### src/rtl/store_m_if.sv
// store_m_if: command, tile handshake and byte write-port bundle for store_m.
// Modports: master drives command/tile inputs; slave is the store_m view.
interface store_m_if #(
  parameter int TILE_WIDTH = 256
);
  logic                  valid_in;
  logic [23:0]           dram_addr;
  logic [19:0]           length;
  logic                  ready_out;
  logic                  busy;
  logic [TILE_WIDTH-1:0] tile_in;
  logic                  tile_valid;
  logic                  tile_ready;
  logic                  mem_we;
  logic [23:0]           mem_addr;
  logic [7:0]            mem_din;
  logic                  valid_out;

  modport master (
    output valid_in, dram_addr, length,
    output tile_in, tile_valid,
    input  ready_out, busy, tile_ready,
    input  mem_we, mem_addr, mem_din,
    input  valid_out
  );

  modport slave (
    input  valid_in, dram_addr, length,
    input  tile_in, tile_valid,
    output ready_out, busy, tile_ready,
    output mem_we, mem_addr, mem_din,
    output valid_out
  );
endinterface

### src/rtl/store_m.sv
// store_m: takes a store command, then serialises TILE_WIDTH-bit tiles
// MSB-byte-first onto a byte-wide write port. Ports: clk, rst, bus (slave).
module store_m #(
  parameter int TILE_WIDTH = 256
) (
  input logic      clk,
  input logic      rst,
  store_m_if.slave bus
);
  localparam int NUM_BYTES = TILE_WIDTH / 8;
  localparam int CW = (NUM_BYTES > 1) ? $clog2(NUM_BYTES) : 1;

  typedef enum logic [1:0] {
    IDLE,
    WAIT_TILE,
    WRITING,
    DONE
  } state_t;

  state_t                state;
  state_t                state_nxt;
  logic [23:0]           cur_addr;
  logic [17:0]           bytes_left;
  logic [CW-1:0]         byte_cnt;
  logic [TILE_WIDTH-1:0] shift;
  logic [17:0]           len_bytes;
  logic                  last_byte;
  logic                  last_in_tile;

  // Round bit length up to whole bytes; the 21-bit sum cannot overflow.
  assign len_bytes =
    18'(({1'b0, bus.length} + 21'd7) >> 3);

  assign last_byte    = (bytes_left == 18'd1);
  assign last_in_tile = (byte_cnt == CW'(NUM_BYTES - 1));

  always_ff @(posedge clk or posedge rst) begin
    if (rst) begin
      state <= IDLE;
    end else begin
      state <= state_nxt;
    end
  end

  always_comb begin
    state_nxt = state;
    unique case (state)
      IDLE: begin
        if (bus.valid_in) begin
          if (len_bytes == 18'd0) begin
            state_nxt = DONE;
          end else begin
            state_nxt = WAIT_TILE;
          end
        end
      end
      WAIT_TILE: begin
        if (bus.tile_valid) begin
          state_nxt = WRITING;
        end
      end
      WRITING: begin
        if (last_byte) begin
          state_nxt = DONE;
        end else if (last_in_tile) begin
          state_nxt = WAIT_TILE;
        end
      end
      DONE: begin
        state_nxt = IDLE;
      end
      default: begin
        state_nxt = IDLE;
      end
    endcase
  end

  // Datapath: command capture, tile load, per-byte shift/advance.
  always_ff @(posedge clk or posedge rst) begin
    if (rst) begin
      cur_addr   <= '0;
      bytes_left <= '0;
      byte_cnt   <= '0;
      shift      <= '0;
    end else begin
      unique case (state)
        IDLE: begin
          if (bus.valid_in) begin
            cur_addr   <= bus.dram_addr;
            bytes_left <= len_bytes;
          end
        end
        WAIT_TILE: begin
          if (bus.tile_valid) begin
            shift    <= bus.tile_in;
            byte_cnt <= '0;
          end
        end
        WRITING: begin
          shift      <= shift << 8;
          cur_addr   <= cur_addr + 24'd1;
          bytes_left <= bytes_left - 18'd1;
          byte_cnt   <= byte_cnt + CW'(1);
        end
        default: begin
        end
      endcase
    end
  end

  // Outputs depend on registered state only; reset clears them at once.
  assign bus.ready_out  = (state == IDLE);
  assign bus.busy       = (state != IDLE);
  assign bus.tile_ready = (state == WAIT_TILE);
  assign bus.mem_we     = (state == WRITING);
  assign bus.valid_out  = (state == DONE);
  assign bus.mem_addr   =
    (state == WRITING) ? cur_addr : 24'd0;
  assign bus.mem_din    =
    (state == WRITING) ? shift[TILE_WIDTH-1 -: 8] : 8'd0;
endmodule

### src/flat_wrapper.sv
// flat-port wrapper written by rule: the top's interface ports become plain ports
module store_m_flat 
#(
  parameter int TILE_WIDTH = 256
)
  (clk, rst, bus_valid_in, bus_dram_addr, bus_length, bus_tile_in, bus_tile_valid, bus_ready_out, bus_busy, bus_tile_ready, bus_mem_we, bus_mem_addr, bus_mem_din, bus_valid_out);
  store_m_if #(.TILE_WIDTH(TILE_WIDTH)) bus_i ();
  input logic clk;
  input logic rst;
  input wire logic [$bits(bus_i.valid_in)-1:0] bus_valid_in;
  input wire logic [$bits(bus_i.dram_addr)-1:0] bus_dram_addr;
  input wire logic [$bits(bus_i.length)-1:0] bus_length;
  input wire logic [$bits(bus_i.tile_in)-1:0] bus_tile_in;
  input wire logic [$bits(bus_i.tile_valid)-1:0] bus_tile_valid;
  output wire logic [$bits(bus_i.ready_out)-1:0] bus_ready_out;
  output wire logic [$bits(bus_i.busy)-1:0] bus_busy;
  output wire logic [$bits(bus_i.tile_ready)-1:0] bus_tile_ready;
  output wire logic [$bits(bus_i.mem_we)-1:0] bus_mem_we;
  output wire logic [$bits(bus_i.mem_addr)-1:0] bus_mem_addr;
  output wire logic [$bits(bus_i.mem_din)-1:0] bus_mem_din;
  output wire logic [$bits(bus_i.valid_out)-1:0] bus_valid_out;
  assign bus_i.valid_in = bus_valid_in;
  assign bus_i.dram_addr = bus_dram_addr;
  assign bus_i.length = bus_length;
  assign bus_i.tile_in = bus_tile_in;
  assign bus_i.tile_valid = bus_tile_valid;
  assign bus_ready_out = bus_i.ready_out;
  assign bus_busy = bus_i.busy;
  assign bus_tile_ready = bus_i.tile_ready;
  assign bus_mem_we = bus_i.mem_we;
  assign bus_mem_addr = bus_i.mem_addr;
  assign bus_mem_din = bus_i.mem_din;
  assign bus_valid_out = bus_i.valid_out;
  store_m #(.TILE_WIDTH(TILE_WIDTH)) u_core (.clk(clk), .rst(rst), .bus(bus_i));
endmodule
### config.mk
export PLATFORM = sky130hd
export DESIGN_NAME = store_m_flat
export DESIGN_NICKNAME = d
export VERILOG_FILES = /design/src/rtl/store_m_if.sv /design/src/rtl/store_m.sv /design/src/flat_wrapper.sv
export SDC_FILE = /design/constraint.sdc
export NUM_CORES = 1
export LEC_CHECK = 0
export CORE_MARGIN = 3
export CORE_UTILIZATION = 48
export CTS_BUF_LIST = sky130_fd_sc_hd__clkbuf_2 sky130_fd_sc_hd__clkbuf_4 sky130_fd_sc_hd__clkbuf_8
export DETAILED_ROUTE_END_ITERATION = 10
export PLACE_DENSITY = 0.85
export SLEW_MARGIN = 15
export SYNTH_ARGS = -nofsm -noshare
export SYNTH_HDL_FRONTEND = slang
export SYNTH_SLANG_ARGS = --single-unit
### constraint.sdc
create_clock -name clk -period 19.7 [get_ports clk]
set_input_delay 2.955 -clock clk [delete_from_list [all_inputs] [get_ports clk]]
set_output_delay 2.955 -clock clk [all_outputs]
set_load 0.1 [all_outputs]
* Word-level counts from Yosys, hierarchy flattened
Cells that the tools add are included.
** Operators by class
- $add $sub $neg :: 4
- Multipliers :: 0
- Divide/modulo/power cells :: 0
- Order comparisons :: 0
- Equal/unequal tests :: 8
- Shifts and indexed selects :: 0
- Multiplexer cells :: 16
- Bitwise operators :: 0
- Reduce and logical (&&, ||, !) cells :: 8
** Operators with widths (count)
- case mux 256 bit (2 select lines) :: 1
- two-way mux 256 bit :: 1
- two-way mux 24 bit :: 2
- case mux 24 bit (2 select lines) :: 1
- case mux 18 bit (2 select lines) :: 1
- adder 24 x 1 -> 24 bit, second input constant :: 1
- adder 20 x 3 -> 21 bit, second input constant :: 1
- equality test 18 x 1 -> 1 bit, second input constant :: 1
- zero test 18 bit :: 1
- two-way mux 18 bit :: 1
- subtractor 18 x 1 -> 18 bit, second input constant :: 1
- two-way mux 2 bit :: 5
- case mux 5 bit (2 select lines) :: 1
- two-way mux 8 bit :: 1
- case mux 2 bit (4 select lines) :: 1
- nonzero test 2 bit :: 3
- adder 5 x 1 -> 5 bit, second input constant :: 1
- equality test 5 bit, second input constant :: 1
- two-way mux 5 bit :: 1
- equality test 2 bit, second input constant :: 2
- inequality test 2 bit, second input constant :: 2
- AND reduction 2 bit :: 2
- inequality test 3 x 1 -> 1 bit, second input constant :: 1
- AND reduction 3 bit :: 1
- other kinds (2) :: 2
** Storage, ports and cells
- Register bits :: 305
- Bits in latches :: 0
- RAM bits :: 0
- ROM bits :: 0
- Output and inout bits :: 37
- Memories :: 0

* Logic depth before layout (Yosys ltp)
Gate-level depths: netlist of run 1.
- Depth in word-level cells :: 5
- Gate-level depth with buffers :: 10
- Gate-level depth less buffers :: 7

* Worst setup path after synthesis of run 1
No wires, ideal clock.
- Path kind :: reg2out
- Start point :: reg u_core.state[1]
- End point :: out bus_busy
- Arrival :: 2811 ps
- Data required time :: 16745 ps
- Path slack :: 13934 ps
- Stages on the path, launching flop included :: 4
- Path buffers :: 1
- Cell sequence :: dfrtp_1 > clkbuf_1 > nor2_1 > inv_1
** On the way
- Cells in the longest elaborated chain, start to end :: 1
** RTL lines
- start: declaration :: line store_m.sv:20 : state_t state;
- start signal: assignment :: line store_m.sv:41 : state <= state_nxt;
- nonzero test 2 bit :: line store_m.sv:113 : assign bus.busy = (state != IDLE);
- end: declaration :: line flat_wrapper.sv:16 : output wire logic [$bits(bus_i.busy)-1:0] bus_busy;
No other way between the ends.

* Worst setup path in the final report of run 1
- Start point :: reg u_core.state[1]
- End point :: out bus_mem_addr[6]
** On the way
- Cells in the longest elaborated chain, start to end :: 2
** RTL lines
- equality test 2 bit :: line store_m.sv:118 : (state == WRITING) ? cur_addr : 24'd0;
- two-way mux 24 bit :: line store_m.sv:118
- end: declaration :: line flat_wrapper.sv:19 : output wire logic [$bits(bus_i.mem_addr)-1:0] bus_mem_addr;
No other way between the ends.

==> reports/qor.csv, run 1 <==
stage,metric,value,unit
grt,GR Overflow Total,0,
timing,Max Transition Viols Final,0,
floorplan,Rows,64,
timing,RSZ-0062 raised after global routing,false,
timing,period utilisation layout,35.4,%
timing,worst slew pin tran,1.11,ns
synth,synthesized cell area,15300,um^2
grt,first-pass GRT wire length,66300,um
synth,dominant synthesized flop cell,dfrtp_1,
synth,top post-synthesis cells by area,"dfrtp_1 50%, mux2i_1 16%, nand2_1 7.3%",
pwr,Leakage,9.26,nW
place,port buffer count,340,
detailed_routing,Routed Antenna Nets,0,
grt,GR Util All Layers,24.1,%
clock_network,setup bufs post-CTS,0,
hold_path,worst hold-check path type,reg -> reg,
place,dpl hpwl,29300,um
floorplan,Top Ports,341,
worst_setup_path,worst r2r src,u_core.state[1],
layout,fill count,2433,
place,Placement Setup Slack,13.31,ns
synth,async set-reset flop share out of synthesis,100,%
synth,dominant cell by count in the synthesized netlist,dfrtp_1,
hold_path,Hold Path End,u_core.shift[248],
synth,Yosys cell types,58,
clock_network,CTS sink cnt,305,
worst_setup_path,critical path capture point type,output pin,
clock_network,Skew-Pair Late Insertion Delay,0.56,ns
worst_setup_path,CP arrival,4.03,ns
layout,share of cells above drive strength 1,6.52,%
worst_setup_path,origin of the worst setup path,u_core.state[1],
worst_setup_path,crit path max fanout,69,
hold_path,cell count of the worst hold path,2,
layout,final instance area,20000,um^2
grt,largest net degree at the start of global routing,152,
detailed_routing,vias per cell,5.52,
timing,fmax,143,MHz
timing,crit path time final,6.98,ns
floorplan,height of the die,184,um
floorplan,core area,31000,um^2
detailed_routing,"wirelength, routed",42000,um
detailed_routing,initial DRC count,925,
synth,"flops & latches, synth",305,
floorplan,Initial Util,49.2,%
clock_network,Hold Buf Count CTS,0,
floorplan,Die X,184,um
clock_network,clock slew seen by the registers of the worst setup and hold paths,0.06,ns
place,Inst Count DP,2233,
layout,final core utilization,64.5,%
synth,post-synth top area share,50.0,%
timing,Slew Limit Headroom,26.3,%
job,Max Cap Viol,0,
synth,Yosys top cell by area,dfrtp_1,
pwr,Peak VDD IR,0.0000948,V
synth,Yosys Warn Count,0,
hold_path,min-delay src,u_core.shift[248],
detailed_routing,DR vias,12885,
clock_network,CTS max path bufs,3,
synth,Post-synth top cells,"305 x dfrtp_1, 297 x nand2_1, 249 x mux2i_1, 196 x o21ai_1, 115 x o21ai_0",
layout,Final nets,2200,
timing,setup violators final,0,
floorplan,die area,34000,um^2
clock_network,Clock Tree Root,clkbuf_8,
detailed_routing,drt pass-1 iters,7,
worst_setup_path,Critical Path Source Type,register,
layout,Finished Layout Cells,2333,
worst_setup_path,Critical Path RT,16.75,ns
worst_setup_path,Crit Path Class,reg -> out,
synth,average size of a mapped cell,9.54,um^2
place,placer's final routability congestion estimate,0.885,
clock_network,CTS tree,done,
outcome,status,"complete, no violations",
detailed_routing,WL/cell,18.0,um
synth,post-synthesis cell count,1599,
grt,initial antenna violation count,5,
worst_setup_path,FF-to-FF path depth,7,
pwr,Power per Cell Area,154,nW/um^2
clock_network,H-tree levels,2,
synth,sequential area share after synthesis,50.0,%
timing,min setup slack post-route,12.72,ns
place,"Cell Area, Placed",18800,um^2
synth,"EDFF count, synth",0,
detailed_routing,Remaining DRCs,0,
synth,Post-Syn Nets,1908,
timing,setup TNS,0,ns
worst_setup_path,RR Endpoint,u_core.shift[24],
clock_network,CTS Buf Count,51,
grt,number of global-route vias before repair,12909,
clock_network,post-CTS sizing,0,
timing,clk_skew,0.0133,ns
timing,Fin. Hold Viols,0,
layout,Area growth syn-to-layout,30.9,%
worst_setup_path,FF-to-FF setup slack,15.57,ns
[cell usage in the layout (no fill, tap or decap), drive strengths merged, types with 5 or more instances in the layout]
| cell type | n |
|---|---|
| clkdlybuf4s50 | 340 |
| o21ai | 311 |
| dfrtp | 305 |
| nand2 | 298 |
| mux2i | 249 |
| clkbuf | 82 |
| a21oi | 56 |
| nor2 | 48 |
| and3 | 47 |
| nand3 | 21 |
| nor3 | 17 |
| inv | 17 |
| buf | 16 |
| xor2 | 12 |
| clkinv | 11 |
| nor4 | 11 |
| xnor2 | 10 |
| a22oi | 8 |
| a31oi | 7 |
| o22a | 7 |
| nand4 | 7 |
| diode | 5 |
| o22ai | 5 |
| ha | 5 |
[worst max-delay path, stage by stage, from the launching register on]
cell and delay (ns):
dfrtp_2 0.33, buf_4 0.54, nand2_8 0.48, inv_6 0.66
nand2_1 0.18, inv_1 0.09, clkdlybuf4s50_1 1.13
[power by group]
part	total, mW	internal, mW	switching (mW)	leakage [nW]
sequential	1.13	0.933	0.199	3.77
combinational	1.34	0.492	0.847	4.89
clock	0.599	0.345	0.254	0.607
total	3.07	1.77	1.30	9.26
[layer usage]
metal	share of wire, %	global-route usage, %	routed length [um]
met5	0.031	0	13
met4	3.5	9.56	1450
met1	42	31.0	17500
met2	49	40.3	20500
met3	6.0	4.46	2500
[worst max-delay path by stage]
stage	endpoint	slack, ns
2_1_floorplan	u_core.byte_cnt[0]	8.31
3_3_place_gp	bus_mem_addr[6]	13.32
3_5_place_dp	bus_mem_addr[6]	13.31
4_1_cts	bus_mem_addr[6]	12.72
5_1_grt	bus_mem_addr[6]	12.50
6_report	bus_mem_addr[6]	12.72
[kinds of logic after synthesis]
logic type / synth area share (%)
compound gates: 14.7
xor+xnor: 1.26
fa+ha+maj: 0.410
buf+inv: 3.67
flops: 50.0
mux: 16.3
simple gates: 13.6
[sequential cells by signal, indices dropped and copies added (netlist names)]
signal	cells
u_core.shift	256
u_core.byte_cnt	5
u_core.state	2
u_core.bytes_left	18
u_core.cur_addr	24
[layout make-up]
type / count / area [um^2] / share of cell area [%]
multi-input combinational: 1160 / 7090 / 35.5
sequential: 305 / 7630 / 38.2
timing repair buffer: 356 / 3550 / 17.8
antenna: 5 / 12.5 / 0.0626
inverter: 17 / 76.3 / 0.382
clock inverter: 12 / 91.3 / 0.457
tap: 396 / 495 / 2.48
clock buffer: 82 / 1030 / 5.15
[stage by stage]
step                power (mW)  hold WS, ns
floorplan                 2.14        0.442
global placement          2.41        0.459
detailed placement        2.48        0.464
CTS                       3.09        0.477
global route              3.30        0.504
finish                    3.07        0.472
Note: power is estimated with default switching activity, not from simulation.
==> inputs of run 2 (changes only) <==
==> constraint.sdc (replaced) <==
create_clock -name clk -period 6.78 [get_ports clk]
set_input_delay 1.017 -clock clk [delete_from_list [all_inputs] [get_ports clk]]
set_output_delay 1.017 -clock clk [all_outputs]
set_load 0.1 [all_outputs]
==> reports/qor.csv, run 2 (same netlist as run 1, synthesis figures left out) <==
stage,metric,value,unit,change
grt,largest net degree at the start of global routing,260,,+71%
job,Max Cap Viol,0,,unchanged
detailed_routing,Remaining DRCs,0,,unchanged
hold_path,worst hold-check path type,reg -> reg,,
layout,"most common cell after layout, fill and taps aside",clkdlybuf4s50_1,,
worst_setup_path,slowest CP cell,clkdlybuf4s50_1,,
clock_network,Skew-Pair Late Insertion Delay,0.58,ns,+0.02 ns
clock_network,post-CTS sizing,0,,unchanged
clock_network,Hold Buf Count CTS,0,,unchanged
place,dpl hpwl,29000,um,-1.0%
worst_setup_path,worst r2r src,u_core.state[1],,
detailed_routing,DR vias,12892,,+0.054%
timing,min setup slack post-route,1.83,ns,-10.89 ns
grt,GR Util All Layers,24.1,%,+0.083 points
layout,Regs by FF count,"u_core.shift x256, u_core.cur_addr x24, u_core.bytes_left x18",,
timing,Fin Hold WS,0.480,ns,+0.00790 ns
grt,GR Overflow Total,0,,unchanged
clock_network,H-tree levels,2,,unchanged
worst_setup_path,FF-to-FF setup slack,3.47,ns,-12.10 ns
clock_network,clock slew seen by the registers of the worst setup and hold paths,0.06,ns,about the same
floorplan,core area,31000,um^2,unchanged
clock_network,setup bufs post-CTS,0,,unchanged
clock_network,CTS tree,done,,
worst_setup_path,Critical Path RT,5.76,ns,-10.99 ns
outcome,status,"complete, no violations",,
pwr,Power per Cell Area,445,nW/um^2,+190%
pwr,Peak VDD IR,0.000491,V,+420%
detailed_routing,WL/cell,18.1,um,+0.35%
layout,fill count,2458,,+1.0%
worst_setup_path,CP arrival,3.93,ns,-0.10 ns
place,placer's final routability congestion estimate,0.902,,+1.9%
detailed_routing,"wirelength, routed",42000,um,about the same
worst_setup_path,critical-path cell list,buf_4 -> clkinv_1 -> nor2_1 -> clkdlybuf4s50_1,,
layout,Finished Layout Cells,2326,,-0.30%
floorplan,Die X,184,um,unchanged
timing,fmax,202,MHz,
worst_setup_path,origin of the worst setup path,u_core.state[1],,
timing,RSZ-0062 raised after global routing,false,,
worst_setup_path,FF-to-FF path depth,5,,-2
timing,Fin. Hold Viols,0,,unchanged
pwr,Leakage,9.21,nW,-0.54%
clock_network,Clock Tree Root,clkbuf_8,,
grt,number of global-route vias before repair,12954,,+0.35%
timing,clk_skew,0.0133,ns,+0.0000450 ns
layout,final core utilization,64.3,%,-0.22 points
detailed_routing,vias per cell,5.54,,+0.36%
floorplan,Initial Util,49.2,%,unchanged
place,port buffer count,340,,unchanged
worst_setup_path,crit-path max cell delay,1.17,ns,+0.04 ns
detailed_routing,Routed Antenna Nets,0,,unchanged
layout,Reg with most FFs,u_core.shift,,
worst_setup_path,Critical Path Source Type,register,,
clock_network,CTS Buf Count,51,,unchanged
layout,Area growth syn-to-layout,30.5,%,
clock_network,CTS sink cnt,305,,unchanged
floorplan,die area,34000,um^2,unchanged
worst_setup_path,crit path max fanout,42,,-39%
floorplan,Top Ports,341,,unchanged
grt,initial antenna violation count,9,,+4
timing,worst slew pin tran,1.16,ns,+0.0592 ns
clock_network,CTS max path bufs,3,,unchanged
place,"Cell Area, Placed",18800,um^2,about the same
floorplan,height of the die,184,um,unchanged
timing,Slew Limit Headroom,22.4,%,-3.9 points
layout,most frequent cells in the layout,"340 x clkdlybuf4s50_1, 304 x dfrtp_1, 297 x nand2_1, 249 x mux2i_1, 196 x o21ai_1",,
layout,Final nets,2197,,-0.14%
worst_setup_path,RR Endpoint,u_core.shift[254],,
worst_setup_path,Crit Path Class,reg -> out,,
timing,crit path time final,4.95,ns,
timing,setup TNS,0,ns,unchanged
layout,final instance area,19900,um^2,-0.34%
layout,max reg flops,256,,unchanged
layout,share of cells above drive strength 1,6.08,%,-0.44 points
timing,Max Transition Viols Final,0,,unchanged
grt,first-pass GRT wire length,66900,um,+0.87%
detailed_routing,initial DRC count,997,,+7.8%
worst_setup_path,critical path endpoint,bus_valid_out,,
worst_setup_path,critical path capture point type,output pin,,
place,Placement Setup Slack,2.52,ns,-10.79 ns
place,Inst Count DP,2231,,-0.090%
timing,setup violators final,0,,unchanged
detailed_routing,drt pass-1 iters,7,,unchanged
pwr,Pwr Total,8.87,mW,+190%
timing,period utilisation layout,73.0,%,
floorplan,Rows,64,,unchanged
==> run 2: report_power, final <==
| group | switching, mW | total [mW] | internal (mW) |
|---|---|---|---|
| Sequential | 0.611 | 3.32 | 2.71 |
| Combinational | 2.43 | 3.86 | 1.43 |
| Clock | 0.748 | 1.69 | 0.939 |
==> run 2: per-layer routing <==
metal / global-route usage [%] / up-vias / wire, um
li1: - / 6200 / -
met1: 31.7 / 6121 / 17800
met2: 39.2 / 465 / 20000
met3: 5.07 / 102 / 2730
met4: 9.86 / 4 / 1450
met5: 0 / - / 31
==> run 2: how the worst min path moves through the flow <==
stage / slack, ns / end / cells after the start / start
after floorplan: 0.44 / u_core.shift[248] / 2 / u_core.shift[248]
after global placement: 0.46 / u_core.shift[247] / 2 / u_core.shift[247]
after detailed placement: 0.47 / u_core.shift[219] / 2 / u_core.shift[219]
after CTS: 0.48 / u_core.shift[219] / 2 / u_core.shift[219]
after global routing: 0.50 / u_core.shift[11] / 2 / u_core.shift[11]
final: 0.48 / u_core.shift[11] / 2 / u_core.shift[11]
==> run 2: layout make-up <==
cell class | count | area (um^2) | area share, %
antenna | 7 | 17.5 | 0.0880
clock buffer | 78 | 998 | 5.01
clock inverter | 10 | 63.8 | 0.320
inverter | 17 | 72.6 | 0.364
multi-input combinational | 1160 | 7090 | 35.6
sequential | 305 | 7630 | 38.3
tap | 396 | 495 | 2.49
timing repair buffer | 353 | 3540 | 17.8
==> run 2: critical path: cells and delay by family, from the launching register on <==
kind          cells  cell delay [ns]
flops             1             0.67
buf+inv           3             2.36
simple gates      1             0.30
==> inputs of run 3 (changes only) <==
==> constraint.sdc (replaced) <==
create_clock -name clk -period 5.1 [get_ports clk]
set_input_delay 0.765 -clock clk [delete_from_list [all_inputs] [get_ports clk]]
set_output_delay 0.765 -clock clk [all_outputs]
set_load 0.1 [all_outputs]
==> reports/qor.csv, run 3 (same netlist as run 1, synthesis figures left out) <==
stage,metric,value,unit,change
worst_setup_path,Crit Path Class,reg -> out,,
clock_network,CTS max path bufs,3,,unchanged
grt,met2 Usage GRT,38.2,%,-1.0 points
timing,fmax,274,MHz,
layout,share of cells above drive strength 1,6.49,%,+0.41 points
worst_setup_path,cell family with most CP delay,buffers and inverters,,
timing,RSZ-0062 raised after global routing,false,,
floorplan,die area,34000,um^2,unchanged
timing,Fin. Hold Viols,0,,unchanged
outcome,status,"complete, no violations",,
grt,initial antenna violation count,7,,-2
detailed_routing,Routed Antenna Nets,0,,unchanged
floorplan,height of the die,184,um,unchanged
worst_setup_path,Critical Path Source Type,register,,
detailed_routing,"wirelength, routed",41300,um,-1.6%
worst_setup_path,crit path buf inv count,2,,-1
clock_network,CTS tree,done,,
layout,Regs by FF count,"u_core.shift x256, u_core.cur_addr x24, u_core.bytes_left x18",,
layout,fill count,2454,,-0.16%
place,port buffer count,340,,unchanged
place,dpl hpwl,28900,um,-0.14%
place,Placement Setup Slack,2.03,ns,-0.485 ns
worst_setup_path,slowest CP cell,clkdlybuf4s50_1,,
grt,met1 Use GR,31.2,%,-0.40 points
grt,largest net degree at the start of global routing,232,,-11%
grt,number of global-route vias before repair,12706,,-1.9%
floorplan,Rows,64,,unchanged
pwr,Peak VDD IR,0.000750,V,+53%
detailed_routing,WL/cell,17.8,um,-1.6%
grt,met3 Track Usage GR,4.64,%,-0.43 points
timing,setup TNS,0,ns,unchanged
clock_network,clock slew seen by the registers of the worst setup and hold paths,0.06,ns,about the same
floorplan,Initial Util,49.2,%,unchanged
detailed_routing,initial DRC count,928,,-6.9%
worst_setup_path,crit path max fanout,44,,+4.8%
layout,Final nets,2201,,+0.18%
place,placer's final routability congestion estimate,0.898,,-0.40%
timing,crit path time final,3.65,ns,
grt,GR Overflow Total,0,,unchanged
layout,Reg with most FFs,u_core.shift,,
hold_path,worst hold-check path type,reg -> reg,,
clock_network,H-tree levels,2,,unchanged
worst_setup_path,Critical Path RT,4.34,ns,-1.42 ns
worst_setup_path,crit-path max cell delay,1.18,ns,about the same
pwr,Power per Cell Area,589,nW/um^2,+32%
clock_network,setup bufs post-CTS,0,,unchanged
timing,setup violators final,0,,unchanged
clock_network,Clock Tree Root,clkbuf_8,,
detailed_routing,Remaining DRCs,0,,unchanged
layout,"most common cell after layout, fill and taps aside",clkdlybuf4s50_1,,
layout,Area growth syn-to-layout,30.6,%,about the same
layout,most frequent cells in the layout,"335 x clkdlybuf4s50_1, 304 x dfrtp_1, 297 x nand2_1, 249 x mux2i_1, 196 x o21ai_1",,
timing,clk_skew,0.0180,ns,+0.00465 ns
timing,Max Transition Viols Final,0,,unchanged
layout,area of the multi-input gates,7090,um^2,unchanged
clock_network,CTS Buf Count,50,,-2.0%
timing,Slew Limit Headroom,29.6,%,+7.3 points
job,Max Cap Viol,0,,unchanged
grt,first-pass GRT wire length,65600,um,-2.0%
layout,Sequential Area,7630,um^2,unchanged
grt,grt peak-use layer,met2,,
floorplan,core area,31000,um^2,unchanged
worst_setup_path,critical path capture point type,output pin,,
worst_setup_path,critical-path cell list,inv_2 -> and3_1 -> clkdlybuf4s50_1,,
pwr,Leakage,9.24,nW,+0.31%
timing,period utilisation layout,71.6,%,
detailed_routing,vias per cell,5.51,,-0.66%
worst_setup_path,CP arrival,2.89,ns,-1.04 ns
clock_network,Skew-Pair Late Insertion Delay,0.55,ns,-0.03 ns
grt,GR Util All Layers,23.6,%,-0.49 points
layout,max reg flops,256,,unchanged
floorplan,Top Ports,341,,unchanged
clock_network,CTS sink cnt,305,,unchanged
floorplan,Die X,184,um,unchanged
timing,min setup slack post-route,1.45,ns,-0.385 ns
detailed_routing,DR vias,12812,,-0.62%
timing,worst slew pin tran,1.06,ns,-0.109 ns
clock_network,post-CTS sizing,0,,unchanged
detailed_routing,drt pass-1 iters,5,,-2
clock_network,Hold Buf Count CTS,0,,unchanged
run 3: final timing paths:
check	start	endpoint	slack, ns	cells past startpoint
setup / recovery	u_core.state[0]	bus_mem_din[6]	1.45	3
hold / removal	u_core.shift[21]	u_core.shift[21]	0.48	2
setup reg to reg	u_core.state[0]	u_core.shift[235]	2.15	6
hold reg to reg	u_core.shift[21]	u_core.shift[21]	0.48	2
max in group asynchronous	rst	u_core.shift[167]	3.20	3
min in group asynchronous	rst	u_core.shift[46]	0.77	2
run 3: area by class of cell:
cell class	instances	share of cell area, %
Antenna cell	5	0.0628
Clock buffer	78	4.79
Clock inverter	8	0.345
Inverter	17	0.364
Multi-Input combinational cell	1160	35.6
Sequential cell	305	38.3
Tap cell	396	2.49
Timing Repair Buffer	358	18.1
run 3: stage by stage:
step                power [mW]  cells  utilization, %  cell area [um^2]  hold WS [ns]
floorplan                 8.26   1599               -             15300         0.442
global placement          9.34   2236            61.0             18900         0.461
detailed placement        9.60   2236            61.0             18900         0.473
CTS                       11.8   2322            64.3             19900         0.487
global route              12.6   2327            64.3             19900         0.502
finish                    11.7   2327            64.3             19900         0.481
run 3: power breakdown:
| group | total (mW) | internal [mW] | switching, mW |
|---|---|---|---|
| clock network | 2.18 | 1.24 | 0.947 |
| logic | 5.16 | 1.93 | 3.24 |
| registers | 4.39 | 3.60 | 0.789 |
run 3: tightest hold or removal path, delay by kind of cell, from the launching register on:
family | cells | cell delay [ns]
AOI/OAI and AO/OA | 1 | 0.06
DFF | 1 | 0.34
and+or+nand+nor | 1 | 0.05
run 3: metal layers:
metal  vias up  wire length, um
li1       6200                -
met1      6065            17400
met2       438            19500
met3       105             2700
met4         4             1730
met5         -               27
